### src/rtl/load_hazard_scoreboard.sv
// Load-use hazard scoreboard for an in-order pipeline with a configurable
// load latency. Loads that have left EX are tracked in a short shift
// pipeline. An ID instruction that reads a register still owed by a load
// younger than the active latency stalls IF/ID and receives an EX bubble.
module load_hazard_scoreboard #(
   parameter int REG_AW  = 5,
   parameter int MAX_LAT = 3,
   parameter int CNT_W   = 16
) (
   input  logic              CLK,
   input  logic              RESET,
   input  logic              mem_read_EX,
   input  logic [REG_AW-1:0] wb_address_EX,
   input  logic              mux1_sel_signal,
   input  logic              mux2_sel_signal,
   input  logic [REG_AW-1:0] data_address1,
   input  logic [REG_AW-1:0] data_address2,
   input  logic              mem_busywait,
   input  logic              flush_ID,
   input  logic              cfg_we,
   input  logic [3:0]        cfg_lat,
   output logic              hazard_detect_signal,
   output logic [1:0]        stall_state,
   output logic [CNT_W-1:0]  stall_count,
   output logic [3:0]        cur_lat
);

   // Entry k holds the load that left EX k advancing cycles ago.
   localparam int NENT = MAX_LAT - 1;

   localparam logic [1:0] ST_RUN    = 2'b00;
   localparam logic [1:0] ST_HAZARD = 2'b01;
   localparam logic [1:0] ST_FREEZE = 2'b10;

   localparam logic [3:0] MAX_LAT_4 = 4'(MAX_LAT);

   logic [NENT:1]     ent_vld;
   logic [REG_AW-1:0] ent_addr [1:NENT];
   logic              hazard_raw;

   // A source matches only when the operand is actually read from the
   // register file and the register is not the hard-wired zero register.
   function automatic logic src_match(input logic              sel,
                                      input logic [REG_AW-1:0] src,
                                      input logic [REG_AW-1:0] cmp);
      return (!sel) && (src == cmp) && (cmp != '0);
   endfunction

   // Requested latency clamped into 1..MAX_LAT; zero keeps the old value.
   function automatic logic [3:0] clamp_lat(input logic [3:0] req,
                                            input logic [3:0] old);
      if (req == 4'd0)
         return old;
      else if (req > MAX_LAT_4)
         return MAX_LAT_4;
      else
         return req;
   endfunction

   // Valid bits shift on advancing cycles and hold while memory stalls.
   always_ff @(posedge CLK or negedge RESET) begin
      if (!RESET) begin
         ent_vld <= '0;
      end else if (!mem_busywait) begin
         ent_vld[1] <= mem_read_EX;
         for (int k = 2; k <= NENT; k++)
            ent_vld[k] <= ent_vld[k-1];
      end
   end

   // Addresses are qualified by the valid bits, so they need no reset.
   always_ff @(posedge CLK) begin
      if (!mem_busywait) begin
         ent_addr[1] <= wb_address_EX;
         for (int k = 2; k <= NENT; k++)
            ent_addr[k] <= ent_addr[k-1];
      end
   end

   // Hazard: EX load or an in-flight load younger than the active latency.
   always_comb begin
      hazard_raw = mem_read_EX &&
                   (src_match(mux1_sel_signal, data_address1, wb_address_EX) ||
                    src_match(mux2_sel_signal, data_address2, wb_address_EX));
      for (int k = 1; k <= NENT; k++) begin
         if (ent_vld[k] && (k < int'(cur_lat)) &&
             (src_match(mux1_sel_signal, data_address1, ent_addr[k]) ||
              src_match(mux2_sel_signal, data_address2, ent_addr[k])))
            hazard_raw = 1'b1;
      end
      hazard_detect_signal = hazard_raw && RESET && !flush_ID && !mem_busywait;
   end

   // Stall classification; a frozen pipeline dominates a load-use hazard.
   always_comb begin
      if (!RESET)
         stall_state = ST_RUN;
      else if (mem_busywait)
         stall_state = ST_FREEZE;
      else if (hazard_detect_signal)
         stall_state = ST_HAZARD;
      else
         stall_state = ST_RUN;
   end

   // Saturating count of hazard cycles.
   always_ff @(posedge CLK or negedge RESET) begin
      if (!RESET)
         stall_count <= '0;
      else if ((stall_state == ST_HAZARD) && (stall_count != '1))
         stall_count <= stall_count + 1'b1;
   end

   // Active latency; a new value applies from the following cycle.
   always_ff @(posedge CLK or negedge RESET) begin
      if (!RESET)
         cur_lat <= 4'd1;
      else if (cfg_we)
         cur_lat <= clamp_lat(cfg_lat, cur_lat);
   end

endmodule

### config.mk
export PLATFORM = sky130hd
export DESIGN_NAME = load_hazard_scoreboard
export DESIGN_NICKNAME = d
export VERILOG_FILES = /design/src/rtl/load_hazard_scoreboard.sv
export SDC_FILE = /design/constraint.sdc
export NUM_CORES = 1
export LEC_CHECK = 0
export ABC_AREA = 1
export CAP_MARGIN = 30
export CELL_PAD_IN_SITES_DETAIL_PLACEMENT = 0
export CELL_PAD_IN_SITES_GLOBAL_PLACEMENT = 2
export CORE_MARGIN = 4
export CORE_UTILIZATION = 29
export CTS_CLUSTER_DIAMETER = 200
export DETAILED_ROUTE_END_ITERATION = 12
export PLACE_DENSITY_LB_ADDON = 0.25
export SYNTH_ARGS = -nofsm -noshare
export SYNTH_HDL_FRONTEND = slang
export SYNTH_SLANG_ARGS = --single-unit
### constraint.sdc
create_clock -name CLK -period 4.2 [get_ports CLK]
set_input_delay 0.63 -clock CLK [delete_from_list [all_inputs] [get_ports CLK]]
set_output_delay 0.63 -clock CLK [all_outputs]
set_load 0.005 [all_outputs]
==> flow_metrics.py, run 1 <==
metrics = {
    "timing": {
        "fmaxAchievable_mhz": 321,
        "worst_slew_pin_slew_ns": 0.564,
        "layout_setup_ws_ns": 1.08,
        "layout_min_cycle_time_ns": 3.12,
        "timing.hold.ws_ns": 0.488,
        "maxSlewViolCount": 0,
        "setup_tns_ns": 0,
        "timing.final.crit_share_pct": 74.2,
        "setup_viol": 0,
        "max_slew_margin_pct": 62.1,
        "hold_viol": 0,
        "rsz0062_at_grt": "false",
        "clock_skew_ns": 0.0120,
    },
    "logic_synthesis": {
        "ys_seq_elements": 32,
        "synthSimpleGateAreaFrac_pct": 42.9,
        "synthXorXnorAreaFrac_pct": 5.16,
        "synth_warnings": 0,
        "yosysSeqAreaShare_pct": 38.6,
        "ys_types": 28,
        "yosys-mux-area-fraction_pct": 0,
        "syn_inst": 326,
        "netlist_area_um2": 2210,
        "synth_top_family_by_area": "simple AND/OR/NAND/NOR gates",
        "syn-num-nets": 354,
        "synth_compound_gate_area_share_pct": 3.46,
        "synth_fa_ha_area_share_pct": 0.567,
        "syn_avg_cell_area_um2": 6.77,
    },
    "cts": {
        "clk_latency_ns": 0.29,
        "hold_buffers": 0,
        "clockBufferDepth": 2,
        "post_cts_buffers": 0,
        "clock-sinks": 32,
        "cts_tree": "yes",
        "clk_pin_slew_worst_paths_ns": 0.06,
        "cts_root_buf": "clkbuf_8",
        "htree_levels": 2,
        "ctsResizeCount": 0,
        "cts_buffers": 5,
    },
    "cells_and_area": {
        "finalInstanceArea_um2": 2930,
        "fin_nets": 410,
        "layout_common_cells": "135 x nand2_1, 49 x clkdlybuf4s50_1, 47 x inv_1, 30 x nor2_1, 21 x dfrtp_1",
        "n_antenna_cell": 0,
        "final_common_cell": "nand2_1",
        "drive_above_1_share_pct": 5.74,
        "fin_util_pct": 40.0,
        "area_growth_pct": 32.7,
        "final_cells": 482,
    },
    "placed_design": {
        "dp_hpwl_mm": 4.90,
        "dp_slack_ns": 1.05,
        "place_inst": 474,
        "gp_congestion": 0.850,
        "dpl_cell_area_um2": 2830,
        "numPortBuffers": 49,
    },
    "global_routing": {
        "top_usage_layer": "met1",
        "grt_antenna_before_repair": 0,
        "grt_start_max_net_pins": 24,
        "grt_use_met3_pct": 3.55,
        "grt_usage_pct": 15.5,
        "grt_pass1_wl_mm": 10.8,
        "overflow": 0,
        "gr-usage-met2_pct": 21.0,
        "grt_pass1_vias": 2067,
        "grt.met1_usage_pct": 24.0,
    },
    "power": {
        "power_mw": 0.767,
        "p_leak_nw": 1.50,
        "power_density_nw_per_um2": 262,
        "ir_worst_vdd_uv": 121,
    },
    "die": {
        "dieArea_um2": 9080,
        "core_um2": 7330,
        "ios": 50,
        "initial_utilization_pct": 30.1,
        "die_h_um": 95.3,
        "rows": 31,
        "die_w_um": 95.3,
    },
    "routing": {
        "drtAntennaViolNets": 0,
        "drt_iter0_markers": 89,
        "drt-vias-per-instance": 4.40,
        "routed_wl_mm": 6.46,
        "avgRoutedWirePerCell_um": 13.4,
        "num_vias": 2123,
        "drc_errors": 0,
        "drt_first_pass_iters": 4,
    },
    "setup_path": {
        "required_ns": 3.57,
        "critPathKind": "in2out",
        "cp-end-kind": "primary output",
        "worstPathMaxFanout": 4,
        "crit_arrival_ns": 2.49,
        "start_kind": "primary input",
    },
    "status": {
        "status": "completed",
    },
    "worst_hold_path": {
        "hold_path.class": "reg2reg",
    },
    "flow_run": {
        "maxCapViolCount": 0,
    },
}
==> power breakdown <==
group	total [mW]	internal (mW)	switching, mW
clock network	0.281	0.152	0.128
registers	0.356	0.339	0.0175
logic	0.130	0.0589	0.0715
total	0.767	0.550	0.217
==> cell families after synthesis <==
logic type,Yosys count
fa+ha+maj,1
compound gates,15
xor+xnor,13
simple gates,213
buf+inv,52
flops,32
==> sequential cells by signal (all words and copies together), names as in the netlist <==
signal and count:
cur_lat 4, ent_addr 10, ent_vld 2, stall_count 16
==> critical path: stages <==
cell             delay, ns
clkdlybuf4s50_1       0.54
inv_1                 0.11
nand2_1               0.07
nand2_1               0.05
nor2_1                0.14
nand3_1               0.09
nand2_1               0.07
nand2_1               0.07
nand3_2               0.08
nand2_1               0.08
inv_1                 0.06
clkdlybuf4s50_1       0.49
==> synthesized netlist by cell type <==
master	number	area, um^2
clkbuf_1	1	3.75
or2_2	1	6.26
dfrtp_1	21	526
nand2_1	135	507
edfxtp_1	10	300
xor2_1	8	70.1
buf_2	2	10.0
nor2_1	30	113
ha_1	1	12.5
o21ai_0	13	65.1
nor3_1	8	40.0
dfstp_2	1	26.3
nor2_4	1	11.3
a31oi_1	1	6.26
inv_1	47	176
nor3_4	1	16.3
buf_6	1	11.3
nand3_4	1	17.5
inv_2	1	3.75
nand4_2	1	12.5
nor2_2	1	6.26
xnor2_1	5	43.8
nand3b_1	1	7.51
nand3b_4	1	20.0
nand3_1	13	65.1
a21oi_1	1	5.00
nand3_2	2	20.0
nand4_1	17	106
==> per-layer routing <==
layer | vias to the layer above | part of all wire [%]
met5 | - | 0
met4 | 0 | 1.1
met3 | 6 | 5.7
met2 | 45 | 38
met1 | 938 | 55
li1 | 1134 | -
==> final timing paths <==
kind                             startpoint               to  slack, ns  depth (start not counted)
max                        wb_address_EX[1]   stall_state[0]       1.08                         12
min                              ent_vld[2]       ent_vld[2]       0.49                          2
max reg2reg                  stall_count[0]   stall_count[1]       2.22                          8
min reg2reg                      ent_vld[2]       ent_vld[2]       0.49                          2
max in group asynchronous             RESET       cur_lat[0]       3.13                          2
min in group asynchronous             RESET  stall_count[12]       0.76                          2
==> cell type report <==
type                       count  area (um^2)
multi-input combinational    242         1150
sequential                    32          852
tap                           99          124
clock buffer                   7         97.6
clock inverter                 1         5.00
fill                         768         4400
timing repair buffer          53          520
inverter                      48          180
Power figures use the tool's default switching activity.
==> inputs of run 2 (changes only) <==
- CORE_UTILIZATION: 29 -> 27
- clock period: 4.2 -> 3.2 ns (I/O delays scaled with it)
==> run 2 against run 1 <==
Effect of this change: total power is 31% higher; combinational power up 33%; register-to-register slack got worse by 0.99 ns; setup slack got worse by 0.78 ns; clock-buffer cell count fell by 1; wire length rose by 1.6%; clock skew about the same; clock power rose by 30%; via count is 1.2% higher; cell count increased by 0.83%; global-route usage down 1.2 points; critical path type unchanged.
==> flow_metrics.py, run 2 (synthesis results as in run 1) <==
metrics = {
    "power": {
        "intPower_mw": 0.722,
        "seq_power_share_pct": 46.4,
        "p_leak_nw": 1.50,
        "combPwrFrac_pct": 17.2,
        "ir_worst_vdd_uv": 148,
        "clock_power_share_pct": 36.4,
        "swShare_pct": 28.1,
        "power_mw": 1.00,
        "power_density_nw_per_um2": 341,
        "power.switching_mw": 0.283,
    },
    "status": {
        "status": "completed",
    },
    "timing": {
        "rsz0062_at_grt": "false",
        "hold_viol": 0,
        "timing.hold.ws_ns": 0.488,
        "setup_tns_ns": 0,
        "clock_skew_ns": 0.0116,
        "fmaxAchievable_mhz": 345,
        "setup_viol": 0,
        "timing.final.crit_share_pct": 90.5,
        "layout_min_cycle_time_ns": 2.90,
        "max_slew_margin_pct": 65.6,
        "maxSlewViolCount": 0,
        "worst_slew_pin_slew_ns": 0.513,
    },
    "placed_design": {
        "numPortBuffers": 49,
        "gp_congestion": 0.836,
        "dp_hpwl_mm": 5.18,
    },
    "cts": {
        "cts_buffers": 5,
        "ctsResizeCount": 0,
        "clk_latency_ns": 0.29,
        "post_cts_buffers": 0,
        "clk_pin_slew_worst_paths_ns": 0.07,
        "hold_buffers": 0,
        "clockBufferDepth": 2,
        "cts_root_buf": "clkbuf_8",
        "htree_levels": 2,
        "clock-sinks": 32,
        "cts_tree": "yes",
    },
    "setup_path": {
        "start_kind": "primary input",
        "cp-end-kind": "primary output",
        "rrSetupSlack_ns": 1.23,
        "required_ns": 2.72,
        "reg2reg_to": "stall_count[15]",
        "crit_arrival_ns": 2.42,
        "critPathKind": "in2out",
        "worstPathMaxFanout": 4,
        "reg2reg_depth": 8,
        "r2r_start": "stall_count[0]",
    },
    "die": {
        "dieArea_um2": 9690,
        "rows": 32,
        "die_w_um": 98.4,
        "initial_utilization_pct": 28.1,
        "ios": 50,
        "die_h_um": 98.4,
        "core_um2": 7850,
    },
    "routing": {
        "avgRoutedWirePerCell_um": 13.5,
        "routed_wl_mm": 6.56,
        "drtAntennaViolNets": 0,
        "drc_errors": 0,
        "drt_iter0_markers": 55,
        "drt_first_pass_iters": 4,
        "num_vias": 2149,
        "drt-vias-per-instance": 4.42,
    },
    "cells_and_area": {
        "n_antenna_cell": 0,
        "area_growth_pct": 33.4,
        "top_register": "stall_count",
        "nFillCells": 885,
        "largest_register_ffs": 16,
        "largestRegisters": "stall_count (16), ent_addr (10), cur_lat (4)",
        "drive_above_1_share_pct": 6.25,
        "final_common_cell": "nand2_1",
        "layout_common_cells": "135 x nand2_1, 49 x clkdlybuf4s50_1, 47 x inv_1, 30 x nor2_1, 21 x dfrtp_1",
        "fin_nets": 411,
    },
    "global_routing": {
        "grt.met1_usage_pct": 17.8,
        "gr-usage-met2_pct": 24.3,
        "top_usage_layer": "met2",
        "grt_pass1_vias": 2307,
        "overflow": 0,
        "grt_start_max_net_pins": 18,
        "grt_usage_pct": 14.2,
        "grt_use_met3_pct": 2.90,
        "grt_pass1_wl_mm": 11.1,
        "grt_antenna_before_repair": 0,
    },
    "worst_hold_path": {
        "hold_path.startpoint": "ent_vld[2]",
        "hold_path_end": "ent_vld[2]",
        "hold_path_depth": 2,
        "hold_path.class": "reg2reg",
    },
    "flow_run": {
        "maxCapViolCount": 0,
    },
}
==> run 2: changes by cell type in the layout (fill, tap and decap cells not counted) <==
cell,change
buf_4,+1
clkbuf_1,-1
clkinvlp_4,+1
==> run 2: worst max-delay path, cell delays in order <==
cell and delay, ns:
clkdlybuf4s50_1 0.56, inv_1 0.12, nand2_1 0.07, nand2_1 0.05, nor2_1 0.14, nand3_1 0.09, nand2_1 0.09, nand2_1 0.06
nand3_2 0.08, nand2_1 0.11, inv_1 0.07, clkdlybuf4s50_1 0.49
==> run 2: worst max-delay path by stage <==
stage | from | end | slack [ns] | depth (start not counted)
final | wb_address_EX[3] | stall_state[0] | 0.30 | 12
after global routing | wb_address_EX[3] | stall_state[0] | 0.11 | 12
after CTS | wb_address_EX[3] | stall_state[0] | 0.28 | 12
after detailed placement | wb_address_EX[3] | stall_state[0] | 0.29 | 12
after global placement | wb_address_EX[3] | stall_state[0] | 0.27 | 12
after floorplan | mem_busywait | hazard_detect_signal | 1.13 | 6
==> run 2: cell type report <==
cell class,count,area (um^2),area share [%]
Tap cell,102,128,4.33
Inverter,48,180,6.12
Sequential cell,32,852,28.9
Multi-Input combinational cell,242,1150,39.1
Clock inverter,2,12.5,0.425
Clock buffer,6,93.8,3.19
Timing Repair Buffer,54,528,17.9
==> run 2: routing by layer <==
layer  share of wire (%)  wire, um
met2                  49      3210
met5                   0         0
met4                 2.3       154
met3                 3.3       214
met1                  46      2990
==> run 2: power groups by stage <==
stage	clock, mW	sequential [mW]	combinational, mW
detailed placement	0	0.474	0.176
floorplan	0	0.469	0.0806
finish	0.365	0.466	0.173
global placement	0	0.475	0.176
global route	0.408	0.469	0.198
CTS	0.384	0.466	0.176
==> run 2: through the flow <==
step           setup slack, ns  cell area [um^2]  std cells  utilization [%]
2_1_floorplan             1.13              2210        326                -
3_3_place_gp             0.273              2840        478             36.2
3_5_place_dp             0.292              2840        478             36.2
4_1_cts                  0.277              2950        486             37.5
5_1_grt                  0.111              2950        486             37.5
6_report                 0.304              2950        486             37.5
==> inputs of run 3 (changes only) <==
- GPL_ROUTABILITY_DRIVEN: not set -> 0
- HOLD_SLACK_MARGIN: not set -> 0.03
==> results of run 3 <==
Same layout as run 2: the final DEF is identical, and so are final timing and power.
